**config.mk**
```make
export PLATFORM = sky130hd
export DESIGN_NAME = spi_rx_ml_flat
export DESIGN_NICKNAME = d
export VERILOG_FILES = /design/src/rtl/spi_pkg.sv /design/src/rtl/spi_rx_ml_if.sv /design/src/rtl/spi_rx_fifo2.sv /design/src/rtl/spi_rx_ml.sv /design/src/flat_wrapper.sv
export SDC_FILE = /design/constraint.sdc
export NUM_CORES = 1
export LEC_CHECK = 0
export BUFFER_PORTS_ARGS = -buffer_cell sky130_fd_sc_hd__buf_2
export CAP_MARGIN = 20
export CELL_PAD_IN_SITES_DETAIL_PLACEMENT = 1
export CELL_PAD_IN_SITES_GLOBAL_PLACEMENT = 1
export CORE_MARGIN = 3
export CORE_UTILIZATION = 45
export CTS_BUF_LIST = sky130_fd_sc_hd__clkbuf_8 sky130_fd_sc_hd__clkbuf_16
export CTS_CLUSTER_DIAMETER = 50
export DETAILED_ROUTE_END_ITERATION = 7
export PLACE_DENSITY = 0.76
export SLEW_MARGIN = 40
export SYNTH_ARGS = -nofsm -noshare
export SYNTH_HDL_FRONTEND = slang
export SYNTH_SLANG_ARGS = --single-unit
```
**constraint.sdc**
```tcl
create_clock -name clk_i -period 7.15 [get_ports clk_i]
set_input_delay 1.0725 -clock clk_i [delete_from_list [all_inputs] [get_ports clk_i]]
set_output_delay 1.0725 -clock clk_i [all_outputs]
set_load 0.02 [all_outputs]
```
**src/rtl/spi_pkg.sv**
```systemverilog
// Shared SPI definitions: lane-mode encodings, receive FSM states and the
// mode-to-lane-count helper used by both the receive and transmit paths.
package spi_pkg;

  localparam logic [1:0] SPI_MODE_STD  = 2'd0;
  localparam logic [1:0] SPI_MODE_DUAL = 2'd1;
  localparam logic [1:0] SPI_MODE_QUAD = 2'd2;

  typedef enum logic [1:0] {
    RX_IDLE  = 2'd0,
    RX_RECV  = 2'd1,
    RX_STALL = 2'd2
  } rx_state_e;

  // Number of data lanes sampled per SCK edge; the reserved code falls back to 1.
  function automatic logic [2:0] spi_lanes(input logic [1:0] mode);
    logic [2:0] lanes;
    case (mode)
      SPI_MODE_DUAL: lanes = 3'd2;
      SPI_MODE_QUAD: lanes = 3'd4;
      default:       lanes = 3'd1;
    endcase
    return lanes;
  endfunction

endpackage

```
**src/rtl/spi_rx_ml_if.sv**
```systemverilog
// Receive word stream: FIFO head word with valid/ready handshake.
interface spi_rx_ml_if #(
  parameter int DATA_W = 32
);
  logic [DATA_W-1:0] rx_data_o;
  logic              rx_data_vld_o;
  logic              rx_data_rdy_i;

  modport master (output rx_data_o, output rx_data_vld_o, input rx_data_rdy_i);
  modport slave  (input rx_data_o, input rx_data_vld_o, output rx_data_rdy_i);
endinterface

```
**src/rtl/spi_rx_fifo2.sv**
```systemverilog
// Two-entry register FIFO. A push into a full FIFO is accepted only when a
// pop happens in the same cycle, so occupancy then stays at two.
module spi_rx_fifo2 #(
  parameter int DATA_W = 32
) (
  input  logic              clk_i,
  input  logic              rstn_i,
  input  logic              i_push,
  input  logic [DATA_W-1:0] i_data,
  input  logic              i_pop,
  output logic [DATA_W-1:0] o_data,
  output logic              o_full,
  output logic              o_empty
);

  logic [DATA_W-1:0] r_mem [2];
  logic              r_wptr;
  logic              r_rptr;
  logic [1:0]        r_cnt;
  logic              w_do_push;
  logic              w_do_pop;

  assign w_do_pop  = i_pop && (r_cnt != 2'd0);
  assign w_do_push = i_push && ((r_cnt != 2'd2) || w_do_pop);

  // Storage, pointers and occupancy count.
  always_ff @(posedge clk_i or negedge rstn_i) begin
    if (!rstn_i) begin
      r_mem[0] <= '0;
      r_mem[1] <= '0;
      r_wptr   <= 1'b0;
      r_rptr   <= 1'b0;
      r_cnt    <= 2'd0;
    end else begin
      if (w_do_push) begin
        r_mem[r_wptr] <= i_data;
        r_wptr        <= ~r_wptr;
      end
      if (w_do_pop) begin
        r_rptr <= ~r_rptr;
      end
      case ({w_do_push, w_do_pop})
        2'b10:   r_cnt <= r_cnt + 2'd1;
        2'b01:   r_cnt <= r_cnt - 2'd1;
        default: r_cnt <= r_cnt;
      endcase
    end
  end

  assign o_data  = r_mem[r_rptr];
  assign o_full  = (r_cnt == 2'd2);
  assign o_empty = (r_cnt == 2'd0);

endmodule

```
**src/rtl/spi_rx_ml.sv**
```systemverilog
// Multi-lane SPI receive engine: deserialises 1/2/4-lane data, MSB- or
// LSB-first, into DATA_W-bit words and queues them in a 2-entry FIFO.
// When the FIFO is full the completed word is held and SCK is stalled.
module spi_rx_ml
  import spi_pkg::*;
#(
  parameter int DATA_W = 32,
  parameter int LEN_W  = 16
) (
  input  logic             clk_i,
  input  logic             rstn_i,
  input  logic             en_i,
  input  logic             rx_edge_i,
  input  logic [3:0]       sdi_i,
  input  logic [1:0]       mode_i,
  input  logic             lsb_first_i,
  input  logic [LEN_W-1:0] rx_len_i,
  input  logic             rx_len_upd_i,
  spi_rx_ml_if.master      rx_if,
  output logic             rx_done_o,
  output logic             rx_stall_o,
  output logic             rx_busy_o,
  output logic             rx_ovf_o
);

  localparam int CW = $clog2(DATA_W + 1);

  rx_state_e         r_state, w_state_nxt;
  logic [LEN_W-1:0]  r_len_q, r_len_tgt, r_bit_cnt;
  logic [CW-1:0]     r_wcnt;
  logic [DATA_W-1:0] r_shift, r_hold;
  logic [1:0]        r_mode;
  logic              r_lsb, r_hold_last, r_done, r_ovf;

  logic [2:0]        w_lanes;
  logic [LEN_W:0]    w_bits_nxt;
  logic [CW-1:0]     w_wcnt_nxt, w_rjust;
  logic [DATA_W-1:0] w_shift_nxt, w_word, w_push_data;
  logic              w_start, w_edge_acc, w_last, w_word_done, w_new_word;
  logic              w_full, w_empty, w_pop, w_space, w_stall_push, w_push;

  assign w_lanes      = spi_lanes(r_mode);
  assign w_start      = (r_state == RX_IDLE) && en_i && (r_len_q != '0);
  assign w_edge_acc   = (r_state == RX_RECV) && rx_edge_i;
  assign w_bits_nxt   = {1'b0, r_bit_cnt} + (LEN_W + 1)'(w_lanes);
  assign w_last       = (w_bits_nxt >= {1'b0, r_len_tgt});
  assign w_wcnt_nxt   = r_wcnt + CW'(w_lanes);
  assign w_rjust      = CW'(DATA_W) - w_wcnt_nxt;
  assign w_word_done  = (w_wcnt_nxt == CW'(DATA_W)) || w_last;
  assign w_new_word   = w_edge_acc && w_word_done;
  assign w_pop        = !w_empty && rx_if.rx_data_rdy_i;
  assign w_space      = !w_full || w_pop;
  assign w_stall_push = (r_state == RX_STALL) && w_pop;
  assign w_push       = (w_new_word && w_space) || w_stall_push;

  // Shift the sampled lanes in; LSB-first fills from the top and shifts right.
  always_comb begin
    w_shift_nxt = r_shift;
    case (r_mode)
      SPI_MODE_DUAL: begin
        if (r_lsb) w_shift_nxt = {sdi_i[1:0], r_shift[DATA_W-1:2]};
        else       w_shift_nxt = {r_shift[DATA_W-3:0], sdi_i[1:0]};
      end
      SPI_MODE_QUAD: begin
        if (r_lsb) w_shift_nxt = {sdi_i[3:0], r_shift[DATA_W-1:4]};
        else       w_shift_nxt = {r_shift[DATA_W-5:0], sdi_i[3:0]};
      end
      default: begin
        if (r_lsb) w_shift_nxt = {sdi_i[0], r_shift[DATA_W-1:1]};
        else       w_shift_nxt = {r_shift[DATA_W-2:0], sdi_i[0]};
      end
    endcase
  end

  // Form the completed word (right-justify partial LSB-first words) and pick the FIFO input.
  always_comb begin
    w_word      = w_shift_nxt;
    w_push_data = w_word;
    if (r_lsb) w_word = w_shift_nxt >> w_rjust;
    else       w_word = w_shift_nxt;
    if (r_state == RX_STALL) w_push_data = r_hold;
    else                     w_push_data = w_word;
  end

  // FSM state register.
  always_ff @(posedge clk_i or negedge rstn_i) begin
    if (!rstn_i) r_state <= RX_IDLE;
    else         r_state <= w_state_nxt;
  end

  // FSM next-state logic.
  always_comb begin
    w_state_nxt = r_state;
    case (r_state)
      RX_IDLE: begin
        if (w_start) w_state_nxt = RX_RECV;
        else         w_state_nxt = RX_IDLE;
      end
      RX_RECV: begin
        if (w_new_word && !w_space)     w_state_nxt = RX_STALL;
        else if (w_new_word && w_last)  w_state_nxt = RX_IDLE;
        else                            w_state_nxt = RX_RECV;
      end
      RX_STALL: begin
        if (w_pop) w_state_nxt = r_hold_last ? RX_IDLE : RX_RECV;
        else       w_state_nxt = RX_STALL;
      end
      default: w_state_nxt = RX_IDLE;
    endcase
  end

  // Datapath: length register, per-transfer settings, counters, shifter, flags.
  always_ff @(posedge clk_i or negedge rstn_i) begin
    if (!rstn_i) begin
      r_len_q     <= '0;
      r_len_tgt   <= '0;
      r_bit_cnt   <= '0;
      r_wcnt      <= '0;
      r_shift     <= '0;
      r_hold      <= '0;
      r_mode      <= SPI_MODE_STD;
      r_lsb       <= 1'b0;
      r_hold_last <= 1'b0;
      r_done      <= 1'b0;
      r_ovf       <= 1'b0;
    end else begin
      if (rx_len_upd_i) r_len_q <= rx_len_i;
      if (w_start) begin
        r_mode    <= mode_i;
        r_lsb     <= lsb_first_i;
        r_len_tgt <= r_len_q;
        r_bit_cnt <= '0;
        r_wcnt    <= '0;
        r_shift   <= '0;
        r_ovf     <= 1'b0;
      end else if (w_edge_acc) begin
        r_bit_cnt <= w_bits_nxt[LEN_W-1:0];
        if (w_word_done) begin
          r_wcnt      <= '0;
          r_shift     <= '0;
          r_hold      <= w_word;
          r_hold_last <= w_last;
        end else begin
          r_wcnt  <= w_wcnt_nxt;
          r_shift <= w_shift_nxt;
        end
      end else if ((r_state == RX_STALL) && rx_edge_i) begin
        r_ovf <= 1'b1;
      end
      r_done <= (w_new_word && w_space && w_last) || (w_stall_push && r_hold_last);
    end
  end

  spi_rx_fifo2 #(.DATA_W(DATA_W)) u_fifo (
    .clk_i   (clk_i),
    .rstn_i  (rstn_i),
    .i_push  (w_push),
    .i_data  (w_push_data),
    .i_pop   (w_pop),
    .o_data  (rx_if.rx_data_o),
    .o_full  (w_full),
    .o_empty (w_empty)
  );

  assign rx_if.rx_data_vld_o = !w_empty;
  assign rx_done_o           = r_done;
  assign rx_stall_o          = (r_state == RX_STALL);
  assign rx_busy_o           = (r_state != RX_IDLE);
  assign rx_ovf_o            = r_ovf;

endmodule

```
**src/flat_wrapper.sv**
```systemverilog
// flat-port wrapper written by rule: the top's interface ports become plain ports
module spi_rx_ml_flat import spi_pkg::*;
#(
  parameter int DATA_W = 32,
  parameter int LEN_W  = 16
)
  (clk_i, rstn_i, en_i, rx_edge_i, sdi_i, mode_i, lsb_first_i, rx_len_i, rx_len_upd_i, rx_done_o, rx_stall_o, rx_busy_o, rx_ovf_o, rx_if_rx_data_o, rx_if_rx_data_vld_o, rx_if_rx_data_rdy_i);
  spi_rx_ml_if #(.DATA_W(DATA_W)) rx_if_i ();
  input  logic clk_i;
  input  logic rstn_i;
  input  logic en_i;
  input  logic rx_edge_i;
  input  logic [3:0] sdi_i;
  input  logic [1:0] mode_i;
  input  logic lsb_first_i;
  input  logic [LEN_W-1:0] rx_len_i;
  input  logic rx_len_upd_i;
  output logic rx_done_o;
  output logic rx_stall_o;
  output logic rx_busy_o;
  output logic rx_ovf_o;
  output wire logic [$bits(rx_if_i.rx_data_o)-1:0] rx_if_rx_data_o;
  output wire logic [$bits(rx_if_i.rx_data_vld_o)-1:0] rx_if_rx_data_vld_o;
  input wire logic [$bits(rx_if_i.rx_data_rdy_i)-1:0] rx_if_rx_data_rdy_i;
  assign rx_if_rx_data_o = rx_if_i.rx_data_o;
  assign rx_if_rx_data_vld_o = rx_if_i.rx_data_vld_o;
  assign rx_if_i.rx_data_rdy_i = rx_if_rx_data_rdy_i;
  spi_rx_ml #(.DATA_W(DATA_W), .LEN_W(LEN_W)) u_core (.clk_i(clk_i), .rstn_i(rstn_i), .en_i(en_i), .rx_edge_i(rx_edge_i), .sdi_i(sdi_i), .mode_i(mode_i), .lsb_first_i(lsb_first_i), .rx_len_i(rx_len_i), .rx_len_upd_i(rx_len_upd_i), .rx_if(rx_if_i), .rx_done_o(rx_done_o), .rx_stall_o(rx_stall_o), .rx_busy_o(rx_busy_o), .rx_ovf_o(rx_ovf_o));
endmodule
```
==> impl_results.md, run 1 <==
- Worst setup slack after placement: 1.37 ns
- Share of post-route cells with drive strength above 1: 0.223
- Remaining design rule violation count: 0
- IO Port Bufs: 65
- Worst Hold Margin: 0.480 ns
- H-Tree Level Count: 4
- Number of hold-slack violations in the final timing report: 0
- Vias in the first global route: ~12000
- Most common cell after layout, fill and taps aside: sky130_fd_sc_hd__dfrtp_1
- Actual transition at the worst max-transition pin: 0.933 ns
- Kind of start point of the critical path: flop
- Fraction of registers with async set/reset: 1.00
- Final critical delay including setup and external delays: 5.76 ns
- Count of TritonRoute iterations in the first routing pass: 6
- Clock latency on the worst-skew pair: 0.45 ns
- Final Cycle Share: 0.805
- Number of synthesized flops with an enable pin: 0
- # resized after CTS: 0
- Tot GR Track Use: 0.281
- Area grow syn2layout: 9.79%
- Worst Path Max Fanout: 54
- Post-Synthesis Net Count: 1433
- Post-CTS setup repair buffer count: 0
- Data arrival at the endpoint of the critical path: 6.08 ns
- Worst EP required: 7.47 ns
- Clock tree skew after final layout: 0.0212 ns
- First-pass GRT wire length: 69000 µm
- Fin Setup TNS: 0 ns
- TritonCTS clock tree: built
- Clock slew at the register clock pins of the worst setup and hold paths: 0.08 ns
- Initial antenna violation count: 0
- TritonCTS sink count: 194
- Mapped Cells: roughly 1400
- Initial Utilization: 0.464
- Critical path capture point type: flop
- Final setup margin: 1.39 ns
- Hold Path Class: flop to flop
- Root buf cell: sky130_fd_sc_hd__clkbuf_16
- Mapped cell area: ~13000 µm²
- Number of fillers in the final layout: 3196
- Routed length per placed instance: roughly 24 µm
- Register area share after synthesis: 0.371
- Number of max-cap violations: 0
- Total CTS buffers: 17
- Maximum root-to-sink buffer count: 2
- Commonest non-fill, non-tap cells in the layout: sky130_fd_sc_hd__dfrtp_1, sky130_fd_sc_hd__nand2_1, sky130_fd_sc_hd__mux2_2
- Floorplan core area: around 28000 µm²
- Number of design-rule violations left by the first detailed-router iteration: 1105
- Primary flip-flop cell chosen by synthesis mapping: sky130_fd_sc_hd__dfrtp_1
- Timing-limited maximum frequency: roughly 170 MHz
- Routed wire length: 43400 µm
- Via density: 6.49
- Net count reported at finish: 1451
- Run status: completed
- Diodes inserted: 0
- Slew margin rel.: 0.372
- Congestion Overflow GR: 0
- Die Span X: 177 µm
- Number of hold-repair buffers added at the cts stage: 0
- Finished Layout Cells: around 1800
- Syn. warnings: 0
- Synthesized flop and latch total: 194
- Slew Viols, Final: 0
- Number of core rows: 61
- Final GP Congestion: 0.960
- Largest net degree at the start of global routing: 78
- Final setup violation count: 0
- Vias after detailed routing: 11600
- Area of the multi-input gates: 7740 µm²
- Setup CP Type: flop to flop
- Boundary pin count: between 60 and 70
- Distinct cell type count of the synthesized netlist: 84
- Total area of sequential cells: 4860 µm²
- Setup repair after global routing missed its margin: no
- ANT nets after route: 0
- Detailed-placement wirelength estimate: slightly above 30000 µm
- Vertical die dimension: between 150 and 200 µm
- Number of cells in the design after placement: 1753
- Area of the die: 31200 µm²
- Synth Area per Inst: 9.51 µm²
[registers in the layout (all words and copies together), names as in the netlist]
signal                flops
u_core.u_fifo.r_wptr      1
u_core.r_mode             2
u_core.rx_ovf_o           1
u_core.u_fifo.r_cnt       2
u_core.r_hold_last        1
u_core.r_len_q           16
u_core.u_fifo.r_rptr      1
u_core.r_wcnt             6
u_core.r_hold            32
u_core.rx_done_o          1
u_core.r_lsb              1
u_core.u_fifo.r_mem      64
u_core.r_state            2
u_core.r_len_tgt         16
u_core.r_shift           32
u_core.r_bit_cnt         16
[Yosys cell counts (all sizes together), types with 7 or more instances]
| cell type | number | area [µm²] |
|---|---|---|
| a211oi | 8 | 60.1 |
| a21o | 14 | 105 |
| a21oi | 65 | 329 |
| a221o | 10 | 100 |
| a221oi | 11 | 103 |
| a222oi | 9 | 90.1 |
| a22o | 29 | 254 |
| a22oi | 23 | 173 |
| a2bb2oi | 8 | 76.3 |
| a31oi | 17 | 106 |
| a32oi | 8 | 70.1 |
| and2 | 20 | 125 |
| and3 | 12 | 75.1 |
| buf | 33 | 169 |
| clkbuf | 65 | 244 |
| dfrtp | 194 | 4850 |
| ha | 26 | 325 |
| inv | 35 | 131 |
| mux2 | 160 | 1820 |
| mux2i | 36 | 360 |
| mux4 | 12 | 270 |
| nand2 | 155 | 582 |
| nand2b | 12 | 75.1 |
| nand3 | 53 | 265 |
| nand4 | 11 | 68.8 |
| nor2 | 74 | 278 |
| nor2b | 8 | 50.1 |
| nor3 | 7 | 35.0 |
| o211ai | 16 | 120 |
| o21ai | 99 | 495 |
| o221ai | 14 | 123 |
| o22a | 11 | 96.3 |
| o22ai | 13 | 81.3 |
| o31ai | 12 | 90.1 |
| xnor2 | 17 | 190 |
| xor2 | 13 | 121 |
[cell type report]
type	count	share of cell area
Multi-Input combinational cell	1050	0.538
Timing Repair Buffer	97	0.0397
Inverter	36	0.00940
Clock buffer	17	0.0296
Tap cell	378	0.0329
Clock inverter	15	0.0126
Sequential cell	194	0.338
[metrics by stage]
step | util | area, µm²
final | 0.509 | 14400
after global placement | 0.486 | 13700
after CTS | 0.509 | 14400
after global routing | 0.509 | 14400
after detailed placement | 0.487 | 13800
after floorplan | - | 13100
[final timing paths]
| check | start | endpoint | slack (ns) | cells after the start |
|---|---|---|---|---|
| min reg2reg | u_core.r_hold[1] | u_core.r_hold[1] | 0.48 | 1 |
| max reg2reg | u_core.r_mode[0] | u_core.u_fifo.r_mem[24] | 1.39 | 14 |
| min | u_core.r_hold[1] | u_core.r_hold[1] | 0.48 | 1 |
| max in group asynchronous | rstn_i | u_core.r_lsb | 5.37 | 2 |
| min in group asynchronous | rstn_i | u_core.r_shift[4] | 0.60 | 1 |
| max | u_core.r_mode[0] | u_core.u_fifo.r_mem[24] | 1.39 | 14 |
[critical path, cell delays in order (launching register included)]
cell,delay (ns)
sky130_fd_sc_hd__dfrtp_1,0.40
sky130_fd_sc_hd__inv_1,0.08
sky130_fd_sc_hd__ha_1,0.30
sky130_fd_sc_hd__buf_4,0.47
sky130_fd_sc_hd__ha_1,0.54
sky130_fd_sc_hd__inv_2,0.59
sky130_fd_sc_hd__ha_1,0.64
sky130_fd_sc_hd__nand2_1,0.10
sky130_fd_sc_hd__o32ai_1,0.29
sky130_fd_sc_hd__o31a_1,0.25
sky130_fd_sc_hd__xor2_1,0.66
sky130_fd_sc_hd__nor2_2,0.34
sky130_fd_sc_hd__a21oi_1,0.40
sky130_fd_sc_hd__a21oi_1,0.19
sky130_fd_sc_hd__mux2_1,0.35
[logic make-up after synthesis]
group | share of synthesized area
buf+inv | 0.0418
mux | 0.187
xor+xnor | 0.0238
fa+ha+maj | 0.0248
simple gates | 0.135
flops | 0.371
compound gates | 0.217
[per-layer routing]
metal | global-route usage | vias up | share of wire
li1 | - | 5204 | -
met4 | 0.119 | 0 | 0.042
met3 | 0.0345 | 108 | 0.051
met5 | 0 | - | 0
met1 | 0.363 | 5876 | 0.41
met2 | 0.476 | 403 | 0.50
Power of run 1 is left out: the tool's default activity adds up to more than one toggle a clock period on the data nets, which glitch-free logic cannot reach.
==> run 2: changes to the inputs <==
- ABC_AREA: unset -> 1
- CORE_UTILIZATION: 45 -> 40
- PLACE_DENSITY: 0.76 -> 0.77
- clock period: 7.15 -> 5.2 ns (I/O delays scaled with it)
==> impl_results.md, run 2 <==
- Fraction of registers with async set/reset: 1.00 (unchanged)
- Commonest non-fill, non-tap cells in the layout: sky130_fd_sc_hd__nand2_1, sky130_fd_sc_hd__nand3_1, sky130_fd_sc_hd__dfrtp_1
- Register area share after synthesis: 0.384 (+0.0134)
- Clock slew at the register clock pins of the worst setup and hold paths: 0.08 ns (about the same)
- Boundary pin count: 66 (unchanged)
- Worst EP required: 5.55 ns (-1.92 ns)
- Most area-consuming cells after synthesis: sky130_fd_sc_hd__dfrtp_1, sky130_fd_sc_hd__nand2_1, sky130_fd_sc_hd__nand3_1
- Remaining design rule violation count: 0 (unchanged)
- Vias after detailed routing: 13000 (+12%)
- Synth Area in Simple Gates: 0.427 (+0.292)
- Area grow syn2layout: 9.56%
- Hold Path Class: input port to asynchronous set/reset pin
- Setup CP Type: flop to flop
- Maximum root-to-sink buffer count: 2 (unchanged)
- Share of post-route cells with drive strength above 1: 0.0823 (-0.141)
- Final Cycle Share: 0.879 (+0.0736)
- Number of core rows: 64 (+4.9%)
- Most frequent cells after synthesis: sky130_fd_sc_hd__nand2_1, sky130_fd_sc_hd__nand3_1, sky130_fd_sc_hd__dfrtp_1
- Routed wire length: 43400 µm (about the same)
- First-pass GRT wire length: 71100 µm (+3.0%)
- Most crowded layer after global routing: met2
- ANT nets after route: 0 (unchanged)
- Clock tree skew after final layout: 0.0172 ns (-0.00396 ns)
- Critical path capture point type: flop
- Primary flip-flop cell chosen by synthesis mapping: sky130_fd_sc_hd__dfrtp_1
- Slew margin rel.: 0.439 (+0.0674)
- Most frequently used cell type in the post-synthesis netlist: sky130_fd_sc_hd__nand2_1
- CP max-delay cell: sky130_fd_sc_hd__dfrtp_1
- Most common cell after layout, fill and taps aside: sky130_fd_sc_hd__nand2_1
- Number of cells traversed by the worst register-to-register path: 27 (+13)
- Mux contribution to synthesized area: 0 (-0.187)
- Setup repair after global routing missed its margin: no
- Synthesized flop and latch total: 194 (unchanged)
- IO Port Bufs: 65 (unchanged)
- Final standard cell area without fillers: 13800 µm² (-3.7%)
- Total CTS buffers: 17 (unchanged)
- Mapped cell area: 12600 µm² (-3.5%)
- Net count reported at finish: 1974 (+36%)
- Distinct cell type count of the synthesized netlist: 41 (-51%)
- Tot GR Track Use: 0.264 (-0.0165)
- Die Span X: 184 µm (+4.1%)
- Syn. warnings: 0 (unchanged)
- Compound-Gate Fraction of Synth Area: 0.0804 (-0.137)
- Area after detailed placement: 13200 µm² (-3.9%)
- TritonCTS sink count: 194 (unchanged)
- Post-CTS setup repair buffer count: 0 (unchanged)
- Number of synthesized flops with an enable pin: 0 (unchanged)
- Vertical die dimension: 184 µm (+4.1%)
- Initial Utilization: 0.410 (-0.0538)
- Number of max-cap violations: 0 (unchanged)
- TritonCTS clock tree: built
- Cell type with the highest occurrence count on the critical path: sky130_fd_sc_hd__nand2_1
- Number of hold-slack violations in the final timing report: 0 (unchanged)
- Routed length per placed instance: 18.6 µm (-23%)
- Register-to-register path setup slack: 0.63 ns (-0.76 ns)
- Area of the die: 33800 µm² (+8.3%)
- Met2 usage in global routing: 0.476 (about the same)
- Diodes inserted: 0 (unchanged)
- Max FFs per register: 64 (unchanged)
- Final setup margin: 0.631 ns (-0.763 ns)
- Root buf cell: sky130_fd_sc_hd__clkbuf_16
- Synth Area per Inst: 6.61 µm² (-30%)
- Count of TritonRoute iterations in the first routing pass: 5 (-1)
- Clock latency on the worst-skew pair: 0.48 ns (+0.03 ns)
- Detailed-placement wirelength estimate: 31300 µm (+0.76%)
- Final critical delay including setup and external delays: 4.57 ns (-1.19 ns)
- Fraction of synthesized cell area in xor and xnor cells: 0.00554 (-0.0182)
- Cell taking the most area after synthesis: sky130_fd_sc_hd__dfrtp_1
- Number of design-rule violations left by the first detailed-router iteration: 840 (-24%)
- Worst r2r src: u_core.r_mode[0]
- Largest stage delay on the critical path: 0.39 ns (-0.27 ns)
- Post-Synthesis Net Count: 1968 (+37%)
- Timing-limited maximum frequency: 219 MHz (+26%)
- Final GP Congestion: 0.931 (-3.0%)
- Worst Path Max Fanout: 3 (-94%)
- Kind of start point of the critical path: flop
- Largest net degree at the start of global routing: 106 (+36%)
- Adder-Cell Fraction of Synth Area: 0.0257 (+0.000900)
- Slew Viols, Final: 0 (unchanged)
- Floorplan core area: 30800 µm² (+9.2%)
- Via density: 5.57 (-14%)
- Yosys top cell area share: 0.384 (+0.0134)
- Combinational family with the most area after synthesis: simple AND/OR/NAND/NOR gates
- Final setup violation count: 0 (unchanged)
- Data arrival at the endpoint of the critical path: 4.92 ns (-1.16 ns)
- Largest registers: u_core.u_fifo.r_mem (64), u_core.r_hold (32), u_core.r_shift (32)
- Fin Setup TNS: 0 ns (unchanged)
- Worst setup slack after placement: 0.526 ns (-0.848 ns)
- Mapped Cells: 1913 (+39%)
- RR Endpoint: u_core.u_fifo.r_cnt[1]
- H-Tree Level Count: 4 (unchanged)
- Initial antenna violation count: 1 (+1)
- Register with the most flip-flops: u_core.u_fifo.r_mem
- Number of fillers in the final layout: 4056 (+27%)
- Actual transition at the worst max-transition pin: 0.836 ns (-0.0964 ns)
- Congestion Overflow GR: 0 (unchanged)
- Met1 usage: 0.320 (-0.0436)
- Vias in the first global route: 13700 (+15%)
- Run status: completed
- Fraction of met3 tracks used by global routing: 0.0421 (+0.00761)
==> run 2: cell types whose count changed after synthesis, moves of 13 or more <==
cell | before | now
sky130_fd_sc_hd__and2_1 | 19 | 1
sky130_fd_sc_hd__nand2_1 | 155 | 822
sky130_fd_sc_hd__a22oi_1 | 23 | 0
sky130_fd_sc_hd__mux2i_1 | 36 | 0
sky130_fd_sc_hd__a21o_1 | 14 | 0
sky130_fd_sc_hd__mux2_2 | 137 | 0
sky130_fd_sc_hd__inv_1 | 33 | 135
sky130_fd_sc_hd__mux2_1 | 19 | 0
sky130_fd_sc_hd__a22o_1 | 29 | 1
sky130_fd_sc_hd__nor2_1 | 74 | 39
sky130_fd_sc_hd__o221ai_1 | 14 | 0
sky130_fd_sc_hd__a21oi_1 | 64 | 20
sky130_fd_sc_hd__nand3_1 | 53 | 357
sky130_fd_sc_hd__o211ai_1 | 16 | 3
==> run 2: repair_timing <==
| action | 4_1_cts | 5_1_grt |
|---|---|---|
| gates resized for setup | 0 | 2 |
| endpoints found under the setup margin | 0 | 15 |
| hold buffers | 0 | 0 |
==> run 2: layer usage <==
metal | vias to the layer above | part of all wire
met1 | 6395 | 0.42
met5 | - | 0.00028
li1 | 6233 | -
met2 | 254 | 0.51
met4 | 2 | 0.032
met3 | 75 | 0.034
==> run 2: cells by family after synthesis <==
kind of cell	after synthesis
simple gates	1270
buf+inv	240
flops	194
compound gates	175
fa+ha+maj	26
xor+xnor	8
==> run 2: area by class of cell <==
class	count	area [µm²]	share of cell area
Clock buffer	17	425	0.0307
Clock inverter	15	200	0.0145
Inverter	137	517	0.0373
Multi-Input combinational cell	1479	6820	0.493
Sequential cell	194	4860	0.351
Tap cell	396	495	0.0358
Timing Repair Buffer	90	533	0.0385
==> run 2: how the worst max path moves through the flow <==
| stage | startpoint | endpoint | slack [ns] | cells past startpoint |
|---|---|---|---|---|
| 3_5_place_dp | u_core.r_mode[0] | u_core.r_state[0] | 0.53 | 26 |
| 5_1_grt | u_core.r_mode[0] | u_core.r_state[0] | 0.12 | 26 |
| 6_report | u_core.r_mode[0] | u_core.u_fifo.r_cnt[1] | 0.63 | 27 |
| 3_3_place_gp | u_core.r_mode[0] | u_core.u_fifo.r_mem[34] | 0.77 | 17 |
| 2_1_floorplan | u_core.r_mode[0] | u_core.u_fifo.r_cnt[1] | 1.22 | 28 |
| 4_1_cts | u_core.r_mode[0] | u_core.r_state[0] | 0.45 | 26 |
==> run 2: per-stage QoR <==
step | hold WS (ns) | util | cells
4_1_cts | 0.274 | 0.449 | 2328
3_3_place_gp | 0.463 | 0.428 | 2296
6_report | 0.166 | 0.449 | 2328
2_1_floorplan | 0.449 | - | 1913
5_1_grt | 0.210 | 0.449 | 2328
3_5_place_dp | 0.465 | 0.429 | 2296
==> run 2: worst max-delay path: cells and delay by family (launching register included) <==
kind / cells / cell delay, ns
DFF: 1 / 0.39
and+or+nand+nor: 14 / 1.72
buffers and inverters: 4 / 0.33
AOI/OAI and AO/OA: 4 / 0.79
xor gates and xnor gates: 1 / 0.15
adders and majority gates: 4 / 1.08
Power of run 2 is left out for the same reason.
